## src/rtl/writeback_arbiter_pkg.sv

```systemverilog
// Shared definitions for the writeback arbiter and the issue stage:
// functional-unit codes and round-robin helper.
package writeback_arbiter_pkg;

    typedef enum logic [1:0] {
        UNIT_AM   = 2'b00,
        UNIT_MEM  = 2'b01,
        UNIT_MUL  = 2'b10,
        UNIT_NONE = 2'b11
    } unit_e;

    localparam int NUM_UNITS  = 3;
    localparam int ADDR_W_DEF = 5;
    localparam int DATA_W_DEF = 32;

    // Unit visited at position 'step' of a search that begins just after 'last'.
    function automatic logic [1:0] rr_candidate(input logic [1:0] last, input int step);
        int idx;
        idx = (int'(last) + 1 + step) % NUM_UNITS;
        return idx[1:0];
    endfunction

endpackage

```

## src/rtl/writeback_arbiter_wb_fifo.sv

```systemverilog
// Per-unit result buffer: power-of-two circular FIFO with registered occupancy.
module wb_fifo #(
    parameter int DEPTH = 2,
    parameter int WIDTH = 8
) (
    input  logic                     clock,
    input  logic                     reset,
    input  logic                     push,
    input  logic [WIDTH-1:0]         push_data,
    input  logic                     pop,
    output logic [WIDTH-1:0]         pop_data,
    output logic [$clog2(DEPTH):0]   count,
    output logic                     empty,
    output logic                     full
);

    localparam int PTR_W = $clog2(DEPTH);
    localparam int CNT_W = PTR_W + 1;

    logic [WIDTH-1:0] mem [DEPTH];
    logic [PTR_W-1:0] wr_ptr;
    logic [PTR_W-1:0] rd_ptr;

    always_ff @(posedge clock) begin
        if (reset) begin
            wr_ptr <= '0;
            rd_ptr <= '0;
            count  <= '0;
        end else begin
            if (push) wr_ptr <= wr_ptr + 1'b1;
            if (pop)  rd_ptr <= rd_ptr + 1'b1;
            case ({push, pop})
                2'b10:   count <= count + 1'b1;
                2'b01:   count <= count - 1'b1;
                default: count <= count;
            endcase
        end
    end

    // Storage carries no reset; occupancy alone decides what is valid.
    always_ff @(posedge clock) begin
        if (push) mem[wr_ptr] <= push_data;
    end

    assign pop_data = mem[rd_ptr];
    assign empty    = (count == '0);
    assign full     = (count == CNT_W'(DEPTH));

endmodule

```

## src/rtl/writeback_arbiter.sv

```systemverilog
// Buffers AluMisc/Mem/Mult results and retires them one per cycle onto the
// ARF write port, clearing the matching scoreboard pending bit.
module writeback_arbiter
    import writeback_arbiter_pkg::*;
#(
    parameter int DEPTH  = 2,
    parameter int DATA_W = DATA_W_DEF,
    parameter int ADDR_W = ADDR_W_DEF
) (
    input  logic                  clock,
    input  logic                  reset,
    input  logic [2:0]            fu_wb_valid,
    output logic [2:0]            fu_wb_ready,
    input  logic [3*ADDR_W-1:0]   fu_wb_regdest,
    input  logic [2:0]            fu_wb_writereg,
    input  logic [2:0]            fu_wb_overflow,
    input  logic [3*DATA_W-1:0]   fu_wb_data,
    output logic                  wb_reg_write,
    output logic [ADDR_W-1:0]     wb_reg_addr,
    output logic [DATA_W-1:0]     wb_reg_data,
    output logic                  wb_sb_clear,
    output logic [ADDR_W-1:0]     wb_sb_addr,
    output logic [1:0]            wb_sb_unit,
    output logic                  wb_busy
);

    localparam int ENTRY_W = ADDR_W + 2 + DATA_W;
    localparam int CNT_W   = $clog2(DEPTH) + 1;

    logic [ENTRY_W-1:0]   fifo_out [NUM_UNITS];
    logic [CNT_W-1:0]     count    [NUM_UNITS];
    logic [NUM_UNITS-1:0] push;
    logic [NUM_UNITS-1:0] pop;
    logic [NUM_UNITS-1:0] empty;
    logic [NUM_UNITS-1:0] full;

    logic                 pop_vld;
    logic [1:0]           pop_unit;
    logic [1:0]           cand;
    logic [1:0]           rr_last;

    logic                 vld_p0;
    logic [ENTRY_W-1:0]   entry_p0;
    logic [1:0]           unit_p0;

    logic [ADDR_W-1:0]    regdest_p0;
    logic                 writereg_p0;
    logic                 overflow_p0;
    logic [DATA_W-1:0]    data_p0;

    for (genvar u = 0; u < NUM_UNITS; u++) begin : g_unit
        // Ready depends only on registered occupancy, so a full FIFO being
        // popped this cycle still refuses the new result.
        assign fu_wb_ready[u] = (count[u] != CNT_W'(DEPTH));
        assign push[u]        = fu_wb_valid[u] & ~full[u];
        assign pop[u]         = pop_vld && (pop_unit == 2'(u));

        wb_fifo #(
            .DEPTH (DEPTH),
            .WIDTH (ENTRY_W)
        ) u_fifo (
            .clock     (clock),
            .reset     (reset),
            .push      (push[u]),
            .push_data ({fu_wb_regdest[u*ADDR_W +: ADDR_W], fu_wb_writereg[u],
                         fu_wb_overflow[u], fu_wb_data[u*DATA_W +: DATA_W]}),
            .pop       (pop[u]),
            .pop_data  (fifo_out[u]),
            .count     (count[u]),
            .empty     (empty[u]),
            .full      (full[u])
        );
    end

    always_comb begin
        pop_vld  = 1'b0;
        pop_unit = 2'd0;
        cand     = 2'd0;
        for (int k = 0; k < NUM_UNITS; k++) begin
            cand = rr_candidate(rr_last, k);
            if (!pop_vld && !empty[cand]) begin
                pop_vld  = 1'b1;
                pop_unit = cand;
            end
        end
    end

    // ---- stage p0: popped entry captured ----
    always_ff @(posedge clock) begin
        if (reset) begin
            vld_p0  <= 1'b0;
            rr_last <= 2'd2;
        end else begin
            vld_p0 <= pop_vld;
            if (pop_vld) rr_last <= pop_unit;
        end
    end

    always_ff @(posedge clock) begin
        if (pop_vld) begin
            entry_p0 <= fifo_out[pop_unit];
            unit_p0  <= pop_unit;
        end
    end

    assign regdest_p0  = entry_p0[ENTRY_W-1 -: ADDR_W];
    assign writereg_p0 = entry_p0[DATA_W+1];
    assign overflow_p0 = entry_p0[DATA_W];
    assign data_p0     = entry_p0[DATA_W-1:0];

    // ---- stage p1: ARF write and scoreboard clear ----
    // The pending bit is cleared even when the ARF write is suppressed,
    // because issue marked it pending regardless of overflow or r0.
    always_ff @(posedge clock) begin
        if (reset) begin
            wb_reg_write <= 1'b0;
            wb_sb_clear  <= 1'b0;
            wb_reg_addr  <= '0;
            wb_reg_data  <= '0;
            wb_sb_unit   <= UNIT_NONE;
        end else if (vld_p0) begin
            wb_sb_clear  <= writereg_p0;
            wb_reg_write <= writereg_p0 & ~overflow_p0 & (regdest_p0 != '0);
            wb_reg_addr  <= regdest_p0;
            wb_reg_data  <= data_p0;
            wb_sb_unit   <= unit_p0;
        end else begin
            wb_reg_write <= 1'b0;
            wb_sb_clear  <= 1'b0;
        end
    end

    assign wb_sb_addr = wb_reg_addr;
    assign wb_busy    = (~&empty) | vld_p0 | wb_reg_write | wb_sb_clear;

endmodule

```

## config.mk

```make
export PLATFORM = sky130hd
export DESIGN_NAME = writeback_arbiter
export DESIGN_NICKNAME = d
export VERILOG_FILES = /design/src/rtl/writeback_arbiter_pkg.sv /design/src/rtl/writeback_arbiter_wb_fifo.sv /design/src/rtl/writeback_arbiter.sv
export SDC_FILE = /design/constraint.sdc
export NUM_CORES = 1
export LEC_CHECK = 0
export ABC_AREA = 1
export CORE_ASPECT_RATIO = 1.75
export CORE_UTILIZATION = 50
export CTS_BUF_LIST = sky130_fd_sc_hd__clkbuf_4
export CTS_CLUSTER_SIZE = 12
export DETAILED_ROUTE_END_ITERATION = 7
export PLACE_DENSITY = 0.75
export SLEW_MARGIN = 10
export SYNTH_ARGS = -nofsm -noshare
export SYNTH_HDL_FRONTEND = slang
export SYNTH_SLANG_ARGS = --single-unit
```

## constraint.sdc

```tcl
create_clock -name clock -period 3.25 [get_ports clock]
set_input_delay 0.4875 -clock clock [delete_from_list [all_inputs] [get_ports clock]]
set_output_delay 0.4875 -clock clock [all_outputs]
set_load 0.05 [all_outputs]
```

==> results.md <==
- In this run the worst setup path begins at rr_last[0].
- The antenna violation net count after detailed routing is 0.
- The detail-routed net length per standard cell is 18.5 um.
- The pin slew with the least headroom to its limit is around 1.0 ns.
- The number of rows created at floorplan is 77.
- The initial core utilization is 51.1%.
- Entering global routing, the biggest net connects 44 pins.
- The arrival time of the worst setup path is around 3.5 ns.
- The worst-path cell with the longest stage delay is sky130_fd_sc_hd__nor2_8.
- The library cell with the highest instance count after synthesis is sky130_fd_sc_hd__edfxtp_1.
- The type of the setup path with the least slack is register to register.
- The critical path's largest stage delay is 0.51 ns.
- In the routed layout, each cell is associated on average with a via count of around 5.4.
- The die covers around 0.027 mm2.
- No sink is reached through more buffers than the 3 on the longest clock path.
- The endpoint identified for the worst register-to-register timing path is g_unit[2].u_fifo.count[1].
- The average cell area after synthesis is roughly 14 um2.
- STA classifies the critical path startpoint as a register.
- Setup violations remaining at the end of the flow were counted as 0.
- The share of layout cells above drive strength 1 is 17.3%.
- After clock tree synthesis, the repair step resized 0 gates.
- The final-report hold violation count was 0.
- The setup check on the worst reg-to-reg path leaves a slack of 0.38 ns.
- Timing would allow up to between 300 and 400 MHz.
- The post-DP HPWL is approximately 19000 um.
- Traced cell by cell, the critical path runs through inv_2 > ha_2 > o21ai_1 > nand2_2 > inv_2 > nand3_4 > nand2_1 > nand2_4 > nor2_8 > ha_1 > a21oi_1 > o21ai_0 > o21ai_0 > a21oi_1.
- The tool flagged a number of max-cap violations equal to 0.
- Post-CTS timing repair inserted 0 buffers for setup.
- The post-route fraction of the period consumed by the critical path is 88.3%.
- The worst hold path class is input port to register.
- Power spread over the standard cell area amounts to roughly 1000 mW/mm2.
- The reg-to-reg critical path startpoint is rr_last[0].
- The clock sink total is 334.
- The global routing usage summed across all routing layers is 22.5%.
- The worst-case IR drop observed on VDD is about 910 uV.
- The count of boundary I/O pins is between 150 and 200.
- Yosys attributes the largest share of cell area to sky130_fd_sc_hd__edfxtp_1, sky130_fd_sc_hd__dfxtp_1, sky130_fd_sc_hd__mux2i_1, sky130_fd_sc_hd__nand2_1, sky130_fd_sc_hd__nand3_1.
- The first TritonRoute pass finished after 6 iterations.
- The via count of the first global-routing pass is about 8500.
- The worst setup path is captured at a register.
- The master cell of the clock root buffer is sky130_fd_sc_hd__clkbuf_4.
- The async set-reset flop share out of synthesis is 0%.
- At the worst endpoint, the required time is roughly 3.8 ns.
- The share of the synthesized area in the top cell type is 63.6%.
- The TritonCTS clock tree is yes.
- The region available for standard cell placement spans about 0.025 mm2.
- Hold repair after CTS inserted 0 buffers.
- The remaining global-route overflow is 0.
- The number of nets produced by synthesis is between 1000 and 1500.
- Clock-pin slew was measured on the worst setup and hold paths at around 0.070 ns.
- Clock tree synthesis inserted a total of 74 buffers.
- The synthesized design spends more area on one cell type than any other, namely sky130_fd_sc_hd__edfxtp_1.
- Sequential elements use 72.7% of the synthesized area.
- The number of cells on the worst reg-to-reg path is 14.
- The number of library cell types mapped by synthesis is 28.
- For the final database, setup skew stands at 0.0394 ns.
- The number of enable-type register cells in the synthesized netlist is approximately 280.
- The final core utilization is 63.0%.
- Prior to clock tree synthesis, the placed netlist has a worst setup slack of approximately 0.45 ns.
- The die boundary height is about 220 um.
- The worst pin sits at a relative slew slack of just over 30%.
- The detailed router placed about 8300 vias in this run.
- The cell count after synthesis is between 900 and 1000.
- Clock latency on the worst-skew pair, taken at its later pin, is roughly 0.70 ns.
- The timing endpoint of the critical path is g_unit[2].u_fifo.count[1].
- The max-slew violation count is 0.
- In the synthesized netlist, the cells that appear most often are sky130_fd_sc_hd__edfxtp_1, sky130_fd_sc_hd__nand2_1, sky130_fd_sc_hd__nor2_1.
- The total detailed-routing wirelength is 28500 um.
- The number of nets in the layout is 1297.
- The run finished with clean final reports.
- In this run, the number of DRC markers left after iteration 0 of detailed routing was ~510.
- After layout, the design draws a total of around 0.017 W.
- During synthesis, Yosys emitted a total of 0 warnings.
- The area added between synthesis and finish is 23.3%.
- In the routed design, unresolved DRC markers number 0.
- The shortest period the worst path allows is 2.87 ns.
- For this design the static power due to leakage is between 5 and 6 nW.
- The first global-routing pass estimated 44400 um of wire.
- The die is approximately 120 um wide.
- The synthesized area is 0.0130 mm2.
- The count of H-tree levels built during CTS is 3.
- Setup repair after global routing left no endpoint under its margin.
- The register bit total from synthesis is ~330.
- The initial antenna violation count is 5.
- The most used flip-flop cell after synthesis is sky130_fd_sc_hd__edfxtp_1.
- The post-layout worst setup margin is between 0.3 and 0.4 ns.
- The number of buffers added on ports is roughly 170.
- Along the worst path, the maximum fanout reaches 41.
- The routability congestion estimate from global placement is between 0.8 and 0.9.
-- critical path: cells and delay by family (launching register included) --
family	cells	cell delay [ns]
AND/OR/NAND/NOR	5	0.92
flip-flops	1	0.38
adder cells (fa/ha/maj)	2	0.58
AO/OA/AOI/OAI	5	0.69
buffers and inverters	2	0.19
-- cell usage in the layout, fill, tap and decap left out, types with 16 or more instances in the layout --
cell type | Yosys | layout
sky130_fd_sc_hd__o21ai_0 | 43 | 43
sky130_fd_sc_hd__mux2i_1 | 78 | 78
sky130_fd_sc_hd__nor2_1 | 100 | 94
sky130_fd_sc_hd__clkdlybuf4s50_1 | 0 | 171
sky130_fd_sc_hd__mux2_2 | 39 | 39
sky130_fd_sc_hd__edfxtp_1 | 275 | 275
sky130_fd_sc_hd__nand3_1 | 89 | 87
sky130_fd_sc_hd__clkinv_1 | 0 | 16
sky130_fd_sc_hd__dfxtp_1 | 59 | 53
sky130_fd_sc_hd__nand2_1 | 148 | 147
sky130_fd_sc_hd__clkbuf_4 | 0 | 111
-- kinds of logic after synthesis --
kind of cell | Yosys count | share of synthesized area (%)
DFF | 334 | 72.7
buffers and inverters | 75 | 2.85
muxes | 117 | 9.39
AOI/OAI and AO/OA | 58 | 2.26
and+or+nand+nor | 364 | 12.1
adders and majority gates | 7 | 0.674
-- through the flow --
stage               setup TNS (ns)  area, um2  hold WS [ns]  std cells
finish                           0      16000         0.369       1546
global route                     0      16000         0.325       1546
CTS                              0      16000         0.322       1541
detailed placement               0      15100         0.455       1408
global placement                 0      15100         0.440       1408
floorplan                  -0.0677      13000         0.396        955
-- final cells by class --
type / instances / area (um2)
sequential: 334 / 9450
fill: 1906 / 9420
multi-input combinational: 546 / 3270
timing repair buffer: 189 / 1880
clock buffer: 111 / 833
tap: 316 / 395
clock inverter: 22 / 90.1
inverter: 23 / 86.3
antenna: 5 / 12.5
-- per-layer routing --
layer,track usage [%],part of all wire [%],wire [um]
met4,15.1,4.7,1360
met3,4.46,5.9,1690
met2,38.8,54,15300
met1,24.4,36,10200
met5,0,0,0
-- registers in the layout, indices dropped and copies added (netlist names), named ones only --
| signal | count |
|---|---|
| entry_p0 | 39 |
| wb_sb_clear | 1 |
| g_unit.u_fifo.count | 6 |
| g_unit.u_fifo.rd_ptr | 3 |
| g_unit.u_fifo.mem | 234 |
| wb_sb_unit | 2 |
| vld_p0 | 1 |
| rr_last | 2 |
| wb_reg_data | 32 |
| g_unit.u_fifo.wr_ptr | 3 |
| wb_reg_addr | 5 |
| wb_reg_write | 1 |
| unit_p0 | 2 |
-- power by group --
group | switching [W] | leakage (nW) | internal [W] | total, W
clock | 0.00153 | 0.562 | 0.00157 | 0.00310
combinational | 0.00487 | 2.28 | 0.00225 | 0.00712
sequential | 0.000489 | 3.11 | 0.00605 | 0.00654
total | 0.00689 | 5.95 | 0.00987 | 0.0168
-- how the worst min path moves through the flow --
stage | start | end | slack (ns) | depth (start not counted)
global placement | wb_sb_unit[0] | wb_sb_unit[0] | 0.44 | 2
finish | fu_wb_data[42] | g_unit[1].u_fifo.mem[0][10] | 0.37 | 1
floorplan | entry_p0[32] | wb_reg_write | 0.40 | 1
global route | fu_wb_data[32] | g_unit[1].u_fifo.mem[1][0] | 0.32 | 1
detailed placement | unit_p0[1] | wb_sb_unit[1] | 0.45 | 2
CTS | fu_wb_data[42] | g_unit[1].u_fifo.mem[0][10] | 0.32 | 1
(Power assumes the default switching activity.)
